===== config.mk =====
export PLATFORM = sky130hd
export DESIGN_NAME = multicycle_ctrl_flat
export DESIGN_NICKNAME = d
export VERILOG_FILES = /design/src/rtl/multicycle_ctrl_if.sv /design/src/rtl/multicycle_ctrl.sv /design/src/flat_wrapper.sv
export SDC_FILE = /design/constraint.sdc
export NUM_CORES = 1
export LEC_CHECK = 0
export CAP_MARGIN = 20
export CORE_UTILIZATION = 51
export DETAILED_ROUTE_END_ITERATION = 8
export PLACE_DENSITY = 0.85
export SYNTH_ARGS = -nofsm -noshare
export SYNTH_HDL_FRONTEND = slang
export SYNTH_SLANG_ARGS = --single-unit

===== constraint.sdc =====
create_clock -name clk -period 5.3 [get_ports clk]
set_input_delay 0.53 -clock clk [delete_from_list [all_inputs] [get_ports clk]]
set_output_delay 0.53 -clock clk [all_outputs]
set_load 0.03 [all_outputs]

===== src/rtl/multicycle_ctrl_if.sv =====
// Control-sequencer bus: datapath status into the controller, select/enable
// lines and status out of it.
//   master : the controller (drives controls, state, err, instr_count)
//   slave  : the datapath/memory side (drives opcode, zero, mem_ready)
interface multicycle_ctrl_if #(
  parameter int unsigned CNT_W = 32
);
  logic [6:0]       opcode;
  logic             zero;
  logic             mem_ready;
  logic [2:0]       state;
  logic             mem_req;
  logic             mem_we;
  logic             i_or_d;
  logic             ir_write;
  logic             pc_write;
  logic             pc_src;
  logic             alu_src_a;
  logic [1:0]       alu_src_b;
  logic [1:0]       alu_op;
  logic             reg_write;
  logic             mem_to_reg;
  logic [1:0]       err;
  logic [CNT_W-1:0] instr_count;

  modport master (
    input  opcode, zero, mem_ready,
    output state, mem_req, mem_we, i_or_d, ir_write, pc_write, pc_src,
           alu_src_a, alu_src_b, alu_op, reg_write, mem_to_reg, err, instr_count
  );

  modport slave (
    output opcode, zero, mem_ready,
    input  state, mem_req, mem_we, i_or_d, ir_write, pc_write, pc_src,
           alu_src_a, alu_src_b, alu_op, reg_write, mem_to_reg, err, instr_count
  );
endinterface


===== src/rtl/multicycle_ctrl.sv =====
// Multi-cycle control sequencer: FETCH/DECODE/EXEC/MEM/WB over a shared
// memory port, with a memory-response timeout and a sticky ERROR state.
// Ports:
//   clk   - rising-edge clock
//   reset - asynchronous active-low reset
//   bus   - multicycle_ctrl_if.master (opcode/zero/mem_ready in; datapath
//           selects/enables, state, err, instr_count out)
module multicycle_ctrl #(
  parameter int unsigned TIMEOUT = 16,
  parameter int unsigned CNT_W   = 32
) (
  input  logic               clk,
  input  logic               reset,
  multicycle_ctrl_if.master  bus
);

  localparam int unsigned WAIT_W = (TIMEOUT > 1) ? $clog2(TIMEOUT) : 1;

  localparam logic [6:0] OP_R   = 7'b0110011;
  localparam logic [6:0] OP_I   = 7'b0010011;
  localparam logic [6:0] OP_LD  = 7'b0000011;
  localparam logic [6:0] OP_SD  = 7'b0100011;
  localparam logic [6:0] OP_BEQ = 7'b1100011;

  typedef enum logic [2:0] {
    S_IDLE   = 3'd0,
    S_FETCH  = 3'd1,
    S_DECODE = 3'd2,
    S_EXEC   = 3'd3,
    S_MEM    = 3'd4,
    S_WB     = 3'd5,
    S_ERROR  = 3'd7
  } state_e;

  state_e            r_state;
  logic [1:0]        r_err;
  logic [CNT_W-1:0]  r_instr_count;
  logic [WAIT_W-1:0] r_wait;

  logic w_is_r, w_is_i, w_is_ld, w_is_sd, w_is_beq, w_legal;
  logic w_timeout;

  // Opcode class decode
  assign w_is_r   = (bus.opcode == OP_R);
  assign w_is_i   = (bus.opcode == OP_I);
  assign w_is_ld  = (bus.opcode == OP_LD);
  assign w_is_sd  = (bus.opcode == OP_SD);
  assign w_is_beq = (bus.opcode == OP_BEQ);
  assign w_legal  = w_is_r | w_is_i | w_is_ld | w_is_sd | w_is_beq;

  // Last allowed request cycle still unanswered; mem_ready wins over it
  assign w_timeout = !bus.mem_ready && (r_wait == WAIT_W'(TIMEOUT - 1));

  // Sequencer: state, error cause, wait counter, retired-instruction count.
  // The wait counter is zero whenever a request phase is entered because it
  // only survives a cycle while a request stays unanswered.
  always_ff @(posedge clk or negedge reset) begin
    if (!reset) begin
      r_state       <= S_IDLE;
      r_err         <= 2'b00;
      r_instr_count <= '0;
      r_wait        <= '0;
    end else begin
      r_wait <= '0;
      case (r_state)
        S_IDLE: r_state <= S_FETCH;
        S_FETCH: begin
          if (bus.mem_ready) begin
            r_state <= S_DECODE;
          end else if (w_timeout) begin
            r_state <= S_ERROR;
            r_err   <= 2'b10;
          end else begin
            r_wait <= r_wait + WAIT_W'(1);
          end
        end
        S_DECODE: begin
          if (w_legal) begin
            r_state <= S_EXEC;
          end else begin
            r_state <= S_ERROR;
            r_err   <= 2'b01;
          end
        end
        S_EXEC: begin
          if (w_is_r || w_is_i) begin
            r_state <= S_WB;
          end else if (w_is_ld || w_is_sd) begin
            r_state <= S_MEM;
          end else if (w_is_beq) begin
            r_state       <= S_FETCH;
            r_instr_count <= r_instr_count + CNT_W'(1);
          end else begin
            r_state <= S_ERROR;
            r_err   <= 2'b01;
          end
        end
        S_MEM: begin
          if (bus.mem_ready) begin
            if (w_is_ld) begin
              r_state <= S_WB;
            end else begin
              r_state       <= S_FETCH;
              r_instr_count <= r_instr_count + CNT_W'(1);
            end
          end else if (w_timeout) begin
            r_state <= S_ERROR;
            r_err   <= 2'b10;
          end else begin
            r_wait <= r_wait + WAIT_W'(1);
          end
        end
        S_WB: begin
          r_state       <= S_FETCH;
          r_instr_count <= r_instr_count + CNT_W'(1);
        end
        S_ERROR: r_state <= S_ERROR;
        default: r_state <= S_IDLE;
      endcase
    end
  end

  logic       w_mem_req, w_mem_we, w_i_or_d, w_ir_write, w_pc_write, w_pc_src;
  logic       w_alu_src_a, w_reg_write, w_mem_to_reg;
  logic [1:0] w_alu_src_b, w_alu_op;

  // Control decode from state and opcode; ir_write/pc_write follow
  // mem_ready in FETCH and zero in BEQ-EXEC within the same cycle.
  always_comb begin
    w_mem_req    = 1'b0;
    w_mem_we     = 1'b0;
    w_i_or_d     = 1'b0;
    w_ir_write   = 1'b0;
    w_pc_write   = 1'b0;
    w_pc_src     = 1'b0;
    w_alu_src_a  = 1'b0;
    w_alu_src_b  = 2'b00;
    w_alu_op     = 2'b00;
    w_reg_write  = 1'b0;
    w_mem_to_reg = 1'b0;
    case (r_state)
      S_FETCH: begin
        w_mem_req   = 1'b1;
        w_alu_src_b = 2'b01;
        w_ir_write  = bus.mem_ready;
        w_pc_write  = bus.mem_ready;
      end
      S_EXEC: begin
        w_alu_src_a = w_legal;
        if (w_is_r) begin
          w_alu_op = 2'b10;
        end else if (w_is_i) begin
          w_alu_src_b = 2'b10;
          w_alu_op    = 2'b10;
        end else if (w_is_ld || w_is_sd) begin
          w_alu_src_b = 2'b10;
        end else if (w_is_beq) begin
          w_alu_op   = 2'b01;
          w_pc_src   = 1'b1;
          w_pc_write = bus.zero;
        end
      end
      S_MEM: begin
        w_mem_req = 1'b1;
        w_i_or_d  = 1'b1;
        w_mem_we  = w_is_sd;
      end
      S_WB: begin
        w_reg_write  = 1'b1;
        w_mem_to_reg = w_is_ld;
      end
      default: ;
    endcase
  end

  assign bus.state       = r_state;
  assign bus.err         = r_err;
  assign bus.instr_count = r_instr_count;
  assign bus.mem_req     = w_mem_req;
  assign bus.mem_we      = w_mem_we;
  assign bus.i_or_d      = w_i_or_d;
  assign bus.ir_write    = w_ir_write;
  assign bus.pc_write    = w_pc_write;
  assign bus.pc_src      = w_pc_src;
  assign bus.alu_src_a   = w_alu_src_a;
  assign bus.alu_src_b   = w_alu_src_b;
  assign bus.alu_op      = w_alu_op;
  assign bus.reg_write   = w_reg_write;
  assign bus.mem_to_reg  = w_mem_to_reg;

endmodule


===== src/flat_wrapper.sv =====
// flat-port wrapper written by rule: the top's interface ports become plain ports
module multicycle_ctrl_flat 
#(
  parameter int unsigned TIMEOUT = 16,
  parameter int unsigned CNT_W   = 32
)
  (clk, reset, bus_opcode, bus_zero, bus_mem_ready, bus_state, bus_mem_req, bus_mem_we, bus_i_or_d, bus_ir_write, bus_pc_write, bus_pc_src, bus_alu_src_a, bus_alu_src_b, bus_alu_op, bus_reg_write, bus_mem_to_reg, bus_err, bus_instr_count);
  multicycle_ctrl_if #(.CNT_W(CNT_W)) bus_i ();
  input  logic clk;
  input  logic reset;
  input wire logic [$bits(bus_i.opcode)-1:0] bus_opcode;
  input wire logic [$bits(bus_i.zero)-1:0] bus_zero;
  input wire logic [$bits(bus_i.mem_ready)-1:0] bus_mem_ready;
  output wire logic [$bits(bus_i.state)-1:0] bus_state;
  output wire logic [$bits(bus_i.mem_req)-1:0] bus_mem_req;
  output wire logic [$bits(bus_i.mem_we)-1:0] bus_mem_we;
  output wire logic [$bits(bus_i.i_or_d)-1:0] bus_i_or_d;
  output wire logic [$bits(bus_i.ir_write)-1:0] bus_ir_write;
  output wire logic [$bits(bus_i.pc_write)-1:0] bus_pc_write;
  output wire logic [$bits(bus_i.pc_src)-1:0] bus_pc_src;
  output wire logic [$bits(bus_i.alu_src_a)-1:0] bus_alu_src_a;
  output wire logic [$bits(bus_i.alu_src_b)-1:0] bus_alu_src_b;
  output wire logic [$bits(bus_i.alu_op)-1:0] bus_alu_op;
  output wire logic [$bits(bus_i.reg_write)-1:0] bus_reg_write;
  output wire logic [$bits(bus_i.mem_to_reg)-1:0] bus_mem_to_reg;
  output wire logic [$bits(bus_i.err)-1:0] bus_err;
  output wire logic [$bits(bus_i.instr_count)-1:0] bus_instr_count;
  assign bus_i.opcode = bus_opcode;
  assign bus_i.zero = bus_zero;
  assign bus_i.mem_ready = bus_mem_ready;
  assign bus_state = bus_i.state;
  assign bus_mem_req = bus_i.mem_req;
  assign bus_mem_we = bus_i.mem_we;
  assign bus_i_or_d = bus_i.i_or_d;
  assign bus_ir_write = bus_i.ir_write;
  assign bus_pc_write = bus_i.pc_write;
  assign bus_pc_src = bus_i.pc_src;
  assign bus_alu_src_a = bus_i.alu_src_a;
  assign bus_alu_src_b = bus_i.alu_src_b;
  assign bus_alu_op = bus_i.alu_op;
  assign bus_reg_write = bus_i.reg_write;
  assign bus_mem_to_reg = bus_i.mem_to_reg;
  assign bus_err = bus_i.err;
  assign bus_instr_count = bus_i.instr_count;
  multicycle_ctrl #(.TIMEOUT(TIMEOUT), .CNT_W(CNT_W)) u_core (.clk(clk), .reset(reset), .bus(bus_i));
endmodule

==> results.cfg <==
[status]
status = complete, no violations

[floorplanning]
start_util = 0.531
row_count = 23
die_area_um2 = 4400
die_h_um = 66.3
core_um2 = 3970
die_width_um = 66.3
pin_count = 61

[worst_setup_path]
reg2reg_slack_ps = 2870
max_stage_delay_ps = 680
crit_chain = clkdlybuf4s50_1 > nor2b_1 > and3_1 > nand3_1 > a21oi_1 > clkdlybuf4s50_1
cp-endpoint = bus_pc_write
path_class = input port to primary output
crit_path_frequent_cell = clkdlybuf4s50_1
cp.depth = 6
r2r_start = u_core.bus.state[1]
crit_family = buffers and inverters
cp.arrival_ps = 2450
reg2reg_to = u_core.bus.instr_count[16]
end_kind = primary output
cp.required_ps = 4770
cp_num_buf_inv = 2
worstSetupStartpoint = bus_opcode[5]
cp_max_fo = 5
slowest_stage = clkdlybuf4s50_1
cp-start-kind = input port
reg2reg_depth = 5

[clock_network]
clock-sinks = 41
tritoncts = done
cts-root-buf = clkbuf_8
postCtsSetupBuffers = 0
clk_pin_slew_worst_paths_ps = 80
cts.repair.resized = 0
htree_levels = 2
cts_buffer_depth = 2
hold_buffers = 0
clock_latency_ps = 290
cts_buffers = 5

[layout]
fin_cells = 318
areaGrowthSynthToFinish_pct = 34.3
antenna_cells_inserted = 0
drive_gt1_frac = 0.0634
fillCellCount = 326
nets = 280

[place]
place_congestion = 0.788
dp.cells = 310
numPortBuffers = 60
dp_hpwl_mm = 3.56

[min_path]
hold_class = input port to async pin

[sta]
slew_viol_final = 0
totalNegativeSetupSlack_ps = 0
worst_slew_pin_slew_ps = 1020
min_period_ps = 2980
rsz0062_at_grt = no
fmax_ghz = 0.335
slew_headroom = 0.321
fin_crit_sh = 0.563
hold_viol_final = 0
fin_skew_ps = 4.49
setup_viol = 0

[power_and_ir_drop]
clkPwrFrac = 0.221
p_switching_mw = 0.392
power_density_nw_per_um2 = 354
leakagePower_nw = 1.20
pwr-share-seq = 0.409
pwr-share-comb = 0.370
switching_share = 0.390
vdd_drop_max_mv = 0.206
intPower_mw = 0.612

[synthesis]
ys_ff_latch = 41
synthCells = 206
netlist_area_um2 = 2110
synth_ff_type = dfrtp_1
netlist_top_cells_area = dfrtp_1 (49%), xnor2_1 (9.5%), nand4_1 (4.4%)
syn_area_per_cell_um2 = 10.2
synth_largest_area_cell = dfrtp_1
async_flop_share = 1.00
ys_warn_count = 0
seq_area_frac_synth = 0.486
synth_edf_count = 0
synth_nets = 219
yosys.area.top_type_share = 0.486
ys_types = 40

[global_routing]
grt_pass1_wl_mm = 8.16
antenna_found_initial = 0
overflow = 0
grt_start_max_net_pins = 42
grt_usage = 0.246
grt_pass1_vias = 1722
grt_util_met3 = 0.0466
use_met2 = 0.407
busiest_layer = met2
grt.met1_usage = 0.329

[drt]
vias = 1760
vias_per_cell = 5.53
dr.pass1.iters = 4
drc_errors = 0
first_iter_violations = 122
finalWirelength_mm = 4.84
post_drt_wl_per_cell_um = 15.2
detail-route-antenna-nets = 0

[run]
cap_violations = 0
routing by layer:
metal,part of all wire,vias to the layer above
li1,-,858
met1,0.45,858
met2,0.50,37
met3,0.038,7
met4,0.0093,0
met5,0,-
per-stage QoR:
| stage | util | cell area [um2] | power (mW) | setup slack [ps] | hold slack [ps] |
|---|---|---|---|---|---|
| 6_report | 0.714 | 2830 | 1.00 | 2320 | 352 |
| 5_1_grt | 0.714 | 2830 | 1.06 | 2210 | 430 |
| 4_1_cts | 0.714 | 2830 | 1.01 | 2330 | 386 |
| 3_5_place_dp | 0.688 | 2730 | 0.786 | 2330 | 458 |
| 3_3_place_gp | 0.688 | 2730 | 0.777 | 2380 | 455 |
| 2_1_floorplan | - | 2110 | 0.641 | 2750 | 234 |
placed cells by master (no fill, tap or decap), types with 2 or more instances in the layout:
cell type and count:
nand3_1 12, ha_1 2, nand3b_1 2, a21oi_1 6, xnor2_1 23, nor4_2 4, nand2b_1 4, inv_1 7
nor3_1 8, nand4_1 15, clkdlybuf4s50_1 59, nand2_1 14, a211oi_1 2, dfrtp_1 41, xor2_1 10, nor2b_1 5
nor4_1 3, o21ai_0 5, and3_1 9, clkbuf_8 7, and2_1 3, nor2_1 9
Yosys cell counts (2+ instances only):
| master | instances |
|---|---|
| inv_1 | 7 |
| dfrtp_1 | 41 |
| xor2_1 | 10 |
| nor4_2 | 4 |
| clkbuf_1 | 3 |
| nor2b_1 | 5 |
| and3_1 | 9 |
| nor4_1 | 3 |
| and2_1 | 3 |
| nor2_1 | 9 |
| nand2_1 | 14 |
| xnor2_1 | 23 |
| nor3_1 | 8 |
| a211oi_1 | 2 |
| nand4_1 | 15 |
| nand2b_1 | 4 |
| o21ai_0 | 5 |
| nand3b_1 | 2 |
| ha_1 | 2 |
| nand3_1 | 12 |
| a21oi_1 | 6 |
kinds of logic (layout without fill, tap and decap cells):
logic type	Yosys count	count (layout)	share of synthesized area
AOI/OAI and AO/OA	19	19	0.0546
xor gates and xnor gates	33	33	0.137
adders and majority gates	2	2	0.0119
buffers and inverters	13	75	0.0291
DFF	41	41	0.486
and+or+nand+nor	98	98	0.281
power by group through the flow:
stage	Combinational [mW]	Sequential [mW]	Clock [mW]
2_1_floorplan	0.186	0.454	0
3_3_place_gp	0.365	0.412	0
3_5_place_dp	0.373	0.414	0
4_1_cts	0.373	0.408	0.224
5_1_grt	0.401	0.419	0.238
6_report	0.371	0.410	0.221
sequential cells by signal, summed over array words and instances (netlist names):
signal	flops
u_core.bus.instr_count	32
u_core.r_wait	4
u_core.bus.state	3
u_core.bus.err	2
final cells by class:
type,count,area [um2],share of cell area
clock buffers,7,96.3,0.0340
inverters,7,26.3,0.00927
well taps,50,62.6,0.0221
clock inverters,1,5.00,0.00177
repair buffers,60,596,0.210
multi-input cells,152,1020,0.361
flip-flops and latches,41,1030,0.362
worst min-delay path by stage:
stage,end,cells past startpoint
final,u_core.bus.err[0],1
after global routing,u_core.r_wait[3],1
after CTS,u_core.r_wait[3],1
after detailed placement,u_core.bus.instr_count[31],1
after global placement,u_core.bus.instr_count[31],1
after floorplan,u_core.bus.err[0],0
Power figures use the tool's default switching activity.
